**src/rtl/data_arb_pkg.sv**
```systemverilog
// Shared types for the data BRAM arbiter: response owner tag and the
// registered response descriptor.
package data_arb_pkg;

    typedef enum logic {
        OWNER_M0 = 1'b0,
        OWNER_M1 = 1'b1
    } owner_e;

    typedef struct packed {
        logic   valid;
        owner_e owner;
        logic   err;
    } resp_t;

    localparam resp_t RESP_IDLE = '{valid: 1'b0, owner: OWNER_M0, err: 1'b0};

    // Round-robin hand-off: priority goes to whichever master lost.
    function automatic owner_e other_owner(input owner_e o);
        return (o == OWNER_M0) ? OWNER_M1 : OWNER_M0;
    endfunction

endpackage

```
**src/rtl/data_arb_rr.sv**
```systemverilog
// Two-way round-robin picker. Purely combinational; the caller holds the
// priority register and feeds prio_next back into it.
module data_arb_rr
    import data_arb_pkg::*;
(
    input  logic [1:0] req,
    input  owner_e     prio,
    input  logic       advance,
    output logic [1:0] gnt,
    output owner_e     prio_next
);

    always_comb begin
        // NOTE: every output gets a default before the case so no path can
        // leave it unassigned and infer a latch.
        gnt       = 2'b00;
        prio_next = prio;
        if (advance) begin
            case (req)
                2'b01:   gnt = 2'b01;
                2'b10:   gnt = 2'b10;
                2'b11:   gnt = (prio == OWNER_M0) ? 2'b01 : 2'b10;
                default: gnt = 2'b00;
            endcase
        end
        if (gnt[0]) prio_next = other_owner(OWNER_M0);
        if (gnt[1]) prio_next = other_owner(OWNER_M1);
    end

endmodule

```
**src/rtl/data_mem_arbiter.sv**
```systemverilog
// Shares one single-port data BRAM between the core (m0) and a second
// requester (m1); out-of-range accesses get an error response, never reach memory.
module data_mem_arbiter
    import data_arb_pkg::*;
#(
    parameter  int ADDR_WIDTH = 32,
    parameter  int RAM_DEPTH  = 1024,
    localparam int AW         = $clog2(RAM_DEPTH)
) (
    input  logic                  clk_i,
    input  logic                  rstn_i,

    input  logic                  m0_req_i,
    output logic                  m0_gnt_o,
    output logic                  m0_rvalid_o,
    output logic                  m0_err_o,
    input  logic [ADDR_WIDTH-1:0] m0_addr_i,
    input  logic                  m0_we_i,
    input  logic [3:0]            m0_be_i,
    input  logic [31:0]           m0_wdata_i,
    output logic [31:0]           m0_rdata_o,

    input  logic                  m1_req_i,
    output logic                  m1_gnt_o,
    output logic                  m1_rvalid_o,
    output logic                  m1_err_o,
    input  logic [ADDR_WIDTH-1:0] m1_addr_i,
    input  logic                  m1_we_i,
    input  logic [3:0]            m1_be_i,
    input  logic [31:0]           m1_wdata_i,
    output logic [31:0]           m1_rdata_o,

    output logic                  mem_en_o,
    output logic [3:0]            mem_we_o,
    output logic [AW-1:0]         mem_addr_o,
    output logic [31:0]           mem_wdata_o,
    input  logic [31:0]           mem_rdata_i
);

    localparam logic [ADDR_WIDTH-3:0] DEPTH_WORDS = (ADDR_WIDTH-2)'(RAM_DEPTH);

    logic [1:0]            gnt;
    owner_e                prio_q;
    owner_e                prio_next;
    owner_e                sel;
    logic                  granted;
    logic                  in_range;
    logic [ADDR_WIDTH-3:0] word_addr;
    logic                  we;
    logic [3:0]            be;
    logic [31:0]           wdata;
    resp_t                 resp_q;
    logic                  rd_q;
    logic                  unused_byte_offset;

    // Byte offsets are irrelevant to a word-wide BRAM.
    assign unused_byte_offset = ^{m0_addr_i[1:0], m1_addr_i[1:0]};

    // NOTE: rstn_i also gates the combinational grant path, so no master
    // sees a gnt (and the BRAM sees no enable) while reset is held.
    data_arb_rr u_rr (
        .req       ({m1_req_i, m0_req_i}),
        .prio      (prio_q),
        .advance   (rstn_i),
        .gnt       (gnt),
        .prio_next (prio_next)
    );

    assign m0_gnt_o = gnt[0];
    assign m1_gnt_o = gnt[1];
    assign granted  = |gnt;
    assign sel      = gnt[1] ? OWNER_M1 : OWNER_M0;

    always_comb begin
        word_addr = m0_addr_i[ADDR_WIDTH-1:2];
        we        = m0_we_i;
        be        = m0_be_i;
        wdata     = m0_wdata_i;
        if (sel == OWNER_M1) begin
            word_addr = m1_addr_i[ADDR_WIDTH-1:2];
            we        = m1_we_i;
            be        = m1_be_i;
            wdata     = m1_wdata_i;
        end
    end

    assign in_range    = (word_addr < DEPTH_WORDS);
    assign mem_en_o    = granted & in_range;
    assign mem_we_o    = (mem_en_o && we) ? be : 4'b0000;
    assign mem_addr_o  = word_addr[AW-1:0];
    assign mem_wdata_o = wdata;

    // NOTE: sequential state uses non-blocking assignments so every flop
    // samples the pre-edge values regardless of statement order.
    always_ff @(posedge clk_i or negedge rstn_i) begin
        if (!rstn_i) begin
            prio_q <= OWNER_M0;
            resp_q <= RESP_IDLE;
            rd_q   <= 1'b0;
        end else begin
            prio_q <= prio_next;
            resp_q <= '{valid: granted, owner: sel, err: ~in_range};
            rd_q   <= granted & in_range & ~we;
        end
    end

    // Only an in-range read forwards BRAM data; writes and errors return zero.
    always_comb begin
        m0_rvalid_o = resp_q.valid && (resp_q.owner == OWNER_M0);
        m1_rvalid_o = resp_q.valid && (resp_q.owner == OWNER_M1);
        m0_err_o    = m0_rvalid_o & resp_q.err;
        m1_err_o    = m1_rvalid_o & resp_q.err;
        m0_rdata_o  = (m0_rvalid_o && rd_q) ? mem_rdata_i : 32'h0;
        m1_rdata_o  = (m1_rvalid_o && rd_q) ? mem_rdata_i : 32'h0;
    end

endmodule

```
**config.mk**
```make
export PLATFORM = sky130hd
export DESIGN_NAME = data_mem_arbiter
export DESIGN_NICKNAME = d
export VERILOG_FILES = /design/src/rtl/data_arb_pkg.sv /design/src/rtl/data_arb_rr.sv /design/src/rtl/data_mem_arbiter.sv
export SDC_FILE = /design/constraint.sdc
export NUM_CORES = 1
export LEC_CHECK = 0
export CORE_AREA = 2 2 114 116
export DETAILED_ROUTE_END_ITERATION = 6
export DIE_AREA = 0 0 116 118
export PLACE_DENSITY = 0.61
export SLEW_MARGIN = 20
export SYNTH_ARGS = -nofsm -noshare
export SYNTH_HDL_FRONTEND = slang
export SYNTH_HIERARCHICAL = 1
export SYNTH_SLANG_ARGS = --single-unit
```
**constraint.sdc**
```tcl
create_clock -name clk_i -period 6.6 [get_ports clk_i]
set_clock_uncertainty 0.1 [all_clocks]
set_input_delay 1.98 -clock clk_i [delete_from_list [all_inputs] [get_ports clk_i]]
set_output_delay 1.98 -clock clk_i [all_outputs]
set_load 0.02 [all_outputs]
```
; ---- After elaboration in Yosys (flattened, before gate mapping)
; Index checks and enable logic that the tools add are counted.
[word_totals]
register_bits = 5
in_bits = 174
output_inout_bits = 117
elab_cells = 36
[classes]
n_lt_le_gt_ge = 1
n_eq_ne = 3
n_mux = 13
bitwise = 7
n_reduce_logical = 7
[ops]
columns = operator, count
row1 = 32-bit two-way mux, 3
row2 = 30-bit by 11-bit < comparator with 1-bit output (second input constant), 1
row3 = 30-bit two-way mux, 1
row4 = 4-bit two-way mux, 2
row5 = 2-bit case mux with 3 select lines, 1
row6 = 1-bit logical AND, 5
row7 = 1-bit bitwise AND, 4
row8 = 2-bit equality test (second input constant), 2
row9 = 1-bit two-way mux, 4
row10 = 2-bit two-way mux, 2
row11 = 1-bit inverter, 3
row12 = 2-bit by 1-bit equality test with 1-bit output (second input constant), 1
row13 = 2-bit nonzero test, 1
row14 = 2-bit OR reduction, 1

; ---- Depth between registers and ports, before layout
; Gate-level depths: netlist of the first run.
[logic_depth]
word_depth = 9
mapped_depth = 7
depth_no_buf = 6

; ---- Cells and area by module
; The synthesis of the first run kept the hierarchy.
[modules_own_cells]
columns = module, n_inst, cells_each, area_per_inst_um2, seq_area_each_um2
row1 = data_mem_arbiter, 1, 165, 1312.5, 125.1
row2 = data_arb_rr, 1, 7, 36.3, 0.0

; ---- Worst setup path after synthesis of the first run
; No wires, ideal clock.
[synth_path]
path_type = input -> output
start = input rstn_i
end = output mem_we_o[0]
arrival_ns = 3.690
t_required_ns = 4.520
setup_slack_ns = 0.830
stages = 7
path_buffers = 2
cell_sequence = nand2_1 > a21oi_1 > clkbuf_1 > clkbuf_1 > nand4b_1 > o22a_2 > nor2_1
[synth_between]
elab_chain_cells = 7
word_cells_on_any_way = 10
cone_classes = order compare: 1 / mux: 6 / bitwise: 1 / reduce/logical: 2
[synth_rtl]
columns = item, line
row1 = "start, declared", data_mem_arbiter.sv:11  ; input logic rstn_i,
row2 = 2-bit two-way mux (*), data_arb_rr.sv:18  ; if (advance) begin
row3 = net m1_gnt_o, data_mem_arbiter.sv:24  ; output logic m1_gnt_o,
row4 = 1-bit two-way mux, data_mem_arbiter.sv:72  ; assign sel = gnt[1] ? OWNER_M1 : OWNER_M0;
row5 = 30-bit two-way mux, data_mem_arbiter.sv:79  ; if (sel == OWNER_M1) begin
row6 = 30-bit by 11-bit < comparator with 1-bit output, data_mem_arbiter.sv:87  ; assign in_range = (word_addr < DEPTH_WORDS);
row7 = 1-bit bitwise AND, data_mem_arbiter.sv:88  ; assign mem_en_o = granted & in_range;
row8 = 1-bit logical AND, data_mem_arbiter.sv:89  ; assign mem_we_o = (mem_en_o && we) ? be : 4'b0000;
row9 = 4-bit two-way mux (*), data_mem_arbiter.sv:89
row10 = "end, declared", data_mem_arbiter.sv:34  ; output logic [3:0] mem_we_o,
; Mark *: on every way through the listed nets, which the timed path passes. The rest lies on a longest branch.

; ---- Final worst setup path of the first run
[layout_path]
start = input rstn_i
end = output mem_we_o[3]
[layout_between]
elab_chain_cells = 7
word_cells_on_any_way = 10
cone_classes = order compare: 1 / mux: 6 / bitwise: 1 / reduce/logical: 2
[layout_rtl]
columns = item, line
row1 = 2-bit two-way mux (*), data_arb_rr.sv:18
row2 = 1-bit two-way mux, data_mem_arbiter.sv:72
row3 = 30-bit two-way mux, data_mem_arbiter.sv:79
row4 = 30-bit by 11-bit < comparator with 1-bit output, data_mem_arbiter.sv:87
row5 = 1-bit bitwise AND, data_mem_arbiter.sv:88
row6 = 1-bit logical AND, data_mem_arbiter.sv:89
row7 = 4-bit two-way mux (*), data_mem_arbiter.sv:89
; Every way passes the cells marked *; elsewhere a longest branch is shown, timed or not.

==> impl_metrics.env, run 1 <==
export IMPL_preCtsSetupSlack_ns=0.0792
export IMPL_detail_route_first_pass_iterations=4
export IMPL_worstSkewPairLatency_ns=0.23
export IMPL_cts_tree="yes"
export IMPL_i_o_pins=291
export IMPL_design_power_total_mw=0.382
export IMPL_setup_slack_ns=0.135
export IMPL_cts_clk_slew_worst_paths_ns=0.03
export IMPL_avgViaCountPerCell=3.89
export IMPL_synthToLayoutAreaGrowth_pct=234
export IMPL_cts_root_to_sink_buffers=2
export IMPL_non_filler_cells_final=622
export IMPL_min_delay_path_class="reg -> reg"
export IMPL_number_of_filler_cells_placed_in_the_layout=1300
export IMPL_grt_setup_unrepaired="false"
export IMPL_end_kind="output port"
export IMPL_worst_path_max_fanout=5
export IMPL_grt_pass1_wl_mm=13.3
export IMPL_dp_final_hpwl_mm=8.25
export IMPL_timing_final_hold_violations=0
export IMPL_cts_htree_levels=1
export IMPL_timing_slew_headroom_pct=42.1
export IMPL_dr_first_iter_drc_count=28
export IMPL_cp_slowest_cell="clkdlybuf4s50_1"
export IMPL_routed_wire_length_per_instance_um=14.7
export IMPL_num_antenna_cells=0
export IMPL_floorplan_initialDensity_pct=10.9
export IMPL_route_antenna_remaining_nets=0
export IMPL_avgSynthCellArea_um2=7.84
export IMPL_fraction_of_the_core_area_covered_by_cells_at_the_end_of_the_flow_pct=36.3
export IMPL_cp_num_cells=8
export IMPL_number_of_slew_limit_violations_in_the_final_report=0
export IMPL_crit_chain="clkdlybuf4s50_1, nand2_1, a21oi_1, nand2_1, or4b_1, o22a_2, nor2_1, clkdlybuf4s50_1"
export IMPL_netlist_cell_type_count=25
export IMPL_fraction_of_final_layout_cells_with_drive_strength_greater_than_1_pct=12.0
export IMPL_vdd_ir_drop_max_uv=64.6
export IMPL_dieArea_um2=13700
export IMPL_placement_io_buffers=286
export IMPL_vias=2417
export IMPL_die_h_um=118
export IMPL_cpLargestDelayFamily="buffers and inverters"
export IMPL_gp_congestion=0.786
export IMPL_min_period_over_period_pct=98.0
export IMPL_seqCellArea_um2=125
export IMPL_maximum_number_of_pins_on_one_net_before_global_route_repair=44
export IMPL_finish_stage_setup_viols=0
export IMPL_remaining_drc_errors=0
export IMPL_post_route_min_period_ns=6.46
export IMPL_status="finished clean"
export IMPL_die_width_um=116
export IMPL_core_region_area_um2=12400
export IMPL_achievable_frequency_ghz=0.155
export IMPL_tightestPinTransition_ns=0.869
export IMPL_grt_usage_pct=12.4
export IMPL_grt_pass1_vias=2539
export IMPL_cp_start_kind="primary input"
export IMPL_p_per_area_nw_per_um2=84.7
export IMPL_max_stage_delay_ns=0.62
export IMPL_seq_area_frac_synth_pct=9.28
export IMPL_multiInputGateArea_um2=1180
export IMPL_syn_inst=172
export IMPL_placedCellCount=618
export IMPL_cp_data_arrival_time_ns=4.38
export IMPL_leakagePower_nw=1.77
export IMPL_ctsRootBufferMaster="clkbuf_16"
export IMPL_setup_tns_ns=0
export IMPL_aggregate_global_routing_overflow=0
export IMPL_synth_seq_cells=5
export IMPL_critPathKind="in -> out"
export IMPL_worst_r2r_path_depth=5
export IMPL_tritoncts_num_sinks=5
export IMPL_fp_row_count=41
export IMPL_synthesis_area_um2=1350
export IMPL_min_path_cells=2
export IMPL_final_nets=625
export IMPL_net_count_synth=346
export IMPL_grt_antenna_before_repair=0
export IMPL_max_cap_viol_count=0
export IMPL_synth_warnings=6
export IMPL_cts_buffers=3
export IMPL_path_buf_inv=2
export IMPL_worst_endpoint_required_ns=4.52
export IMPL_wl_mm=9.12
cell usage after synthesis (all sizes together):
cell	n	area [um^2]
nor3b	1	7.51
or4b	1	10.0
nor3	2	10.0
nand4b	1	8.76
buf	1	5.00
mux2	42	473
o22a	1	10.0
mux2i	4	40.0
nand2	4	15.0
nand4	2	12.5
inv	2	7.51
a21oi	3	18.8
and2	35	219
clkbuf	14	52.6
dfrtp	5	125
nand3b	1	7.51
o22ai	1	6.26
and3	35	219
nor2	5	18.8
or2	1	6.26
o21a	1	7.51
nor4	8	56.3
nor2b	2	12.5
stage by stage:
stage | hold WS [ns] | instance area [um^2]
4_1_cts | 0.507 | 4500
6_report | 0.502 | 4510
3_3_place_gp | 0.474 | 4420
3_5_place_dp | 0.500 | 4420
2_1_floorplan | 0.421 | 1350
5_1_grt | 0.531 | 4510
worst reg2reg max path: stages (launching register included):
cell,delay (ns)
dfrtp_1,0.35
inv_1,0.09
a21oi_4,0.37
nand3b_1,0.13
o22ai_1,0.25
o21a_1,0.16
cells by family after synthesis:
kind of cell / Yosys count / share of synthesized area (%)
DFF: 5 / 9.28
AOI/OAI and AO/OA: 6 / 3.15
buffers and inverters: 17 / 4.82
muxes: 46 / 38.0
and+or+nand+nor: 98 / 44.7
report_power, final:
part / internal [mW] / total [mW] / switching, mW
Clock: 0.0801 / 0.100 / 0.0203
Sequential: 0.0332 / 0.0351 / 0.00190
Combinational: 0.157 / 0.246 / 0.0893
Total: 0.270 / 0.382 / 0.112
path summary, 6_finish.rpt:
kind	startpoint	end	slack, ns
setup / recovery	rstn_i	mem_we_o[3]	0.14
hold / removal	prio_q	prio_q	0.50
setup reg to reg	prio_q	rd_q	5.08
hold reg to reg	prio_q	prio_q	0.50
max in group asynchronous	rstn_i	rd_q	4.25
min in group asynchronous	rstn_i	prio_q	1.86
repair_timing:
| action | CTS | global route |
|---|---|---|
| resized for setup | 0 | 2 |
| setup buffers | 0 | 0 |
| setup endpoints to repair | 0 | 2 |
| hold endpoints to repair | 0 | 0 |
| hold buffers | 0 | 0 |
state kept, by name (all words and copies together) (netlist names):
signal  count
prio_q      1
rd_q        1
resp_q      3
metal layers:
metal  share of wire (%)  GRT usage, %
met1                  37          13.2
met2                  52          24.2
met3                  10          3.60
met4                0.89          1.79
met5                   0             0
final cells by class:
type,count,area share (%)
clock buffers,4,1.75
inverters,2,0.167
multi-input cells,150,26.1
flip-flops and latches,5,2.78
well taps,172,4.78
repair buffers,289,64.4
cells in the final DEF (no fill, tap or decap), drive strengths merged, types with 3 or more instances in the layout:
master | netlist | final
and2 | 35 | 35
mux2 | 42 | 42
nor2 | 5 | 5
clkbuf | 14 | 4
buf | 1 | 3
a21oi | 3 | 3
and3 | 35 | 35
nand2 | 4 | 4
clkdlybuf4s50 | 0 | 284
mux2i | 4 | 4
nor4 | 8 | 8
dfrtp | 5 | 5
Note: power is estimated with default switching activity, not from simulation.
==> run 2, diff against run 1 <==
HOLD_SLACK_MARGIN = 0.15   (was unset)
==> results of run 2 <==
No change in the layout: final DEF, timing and power equal those of run 1.
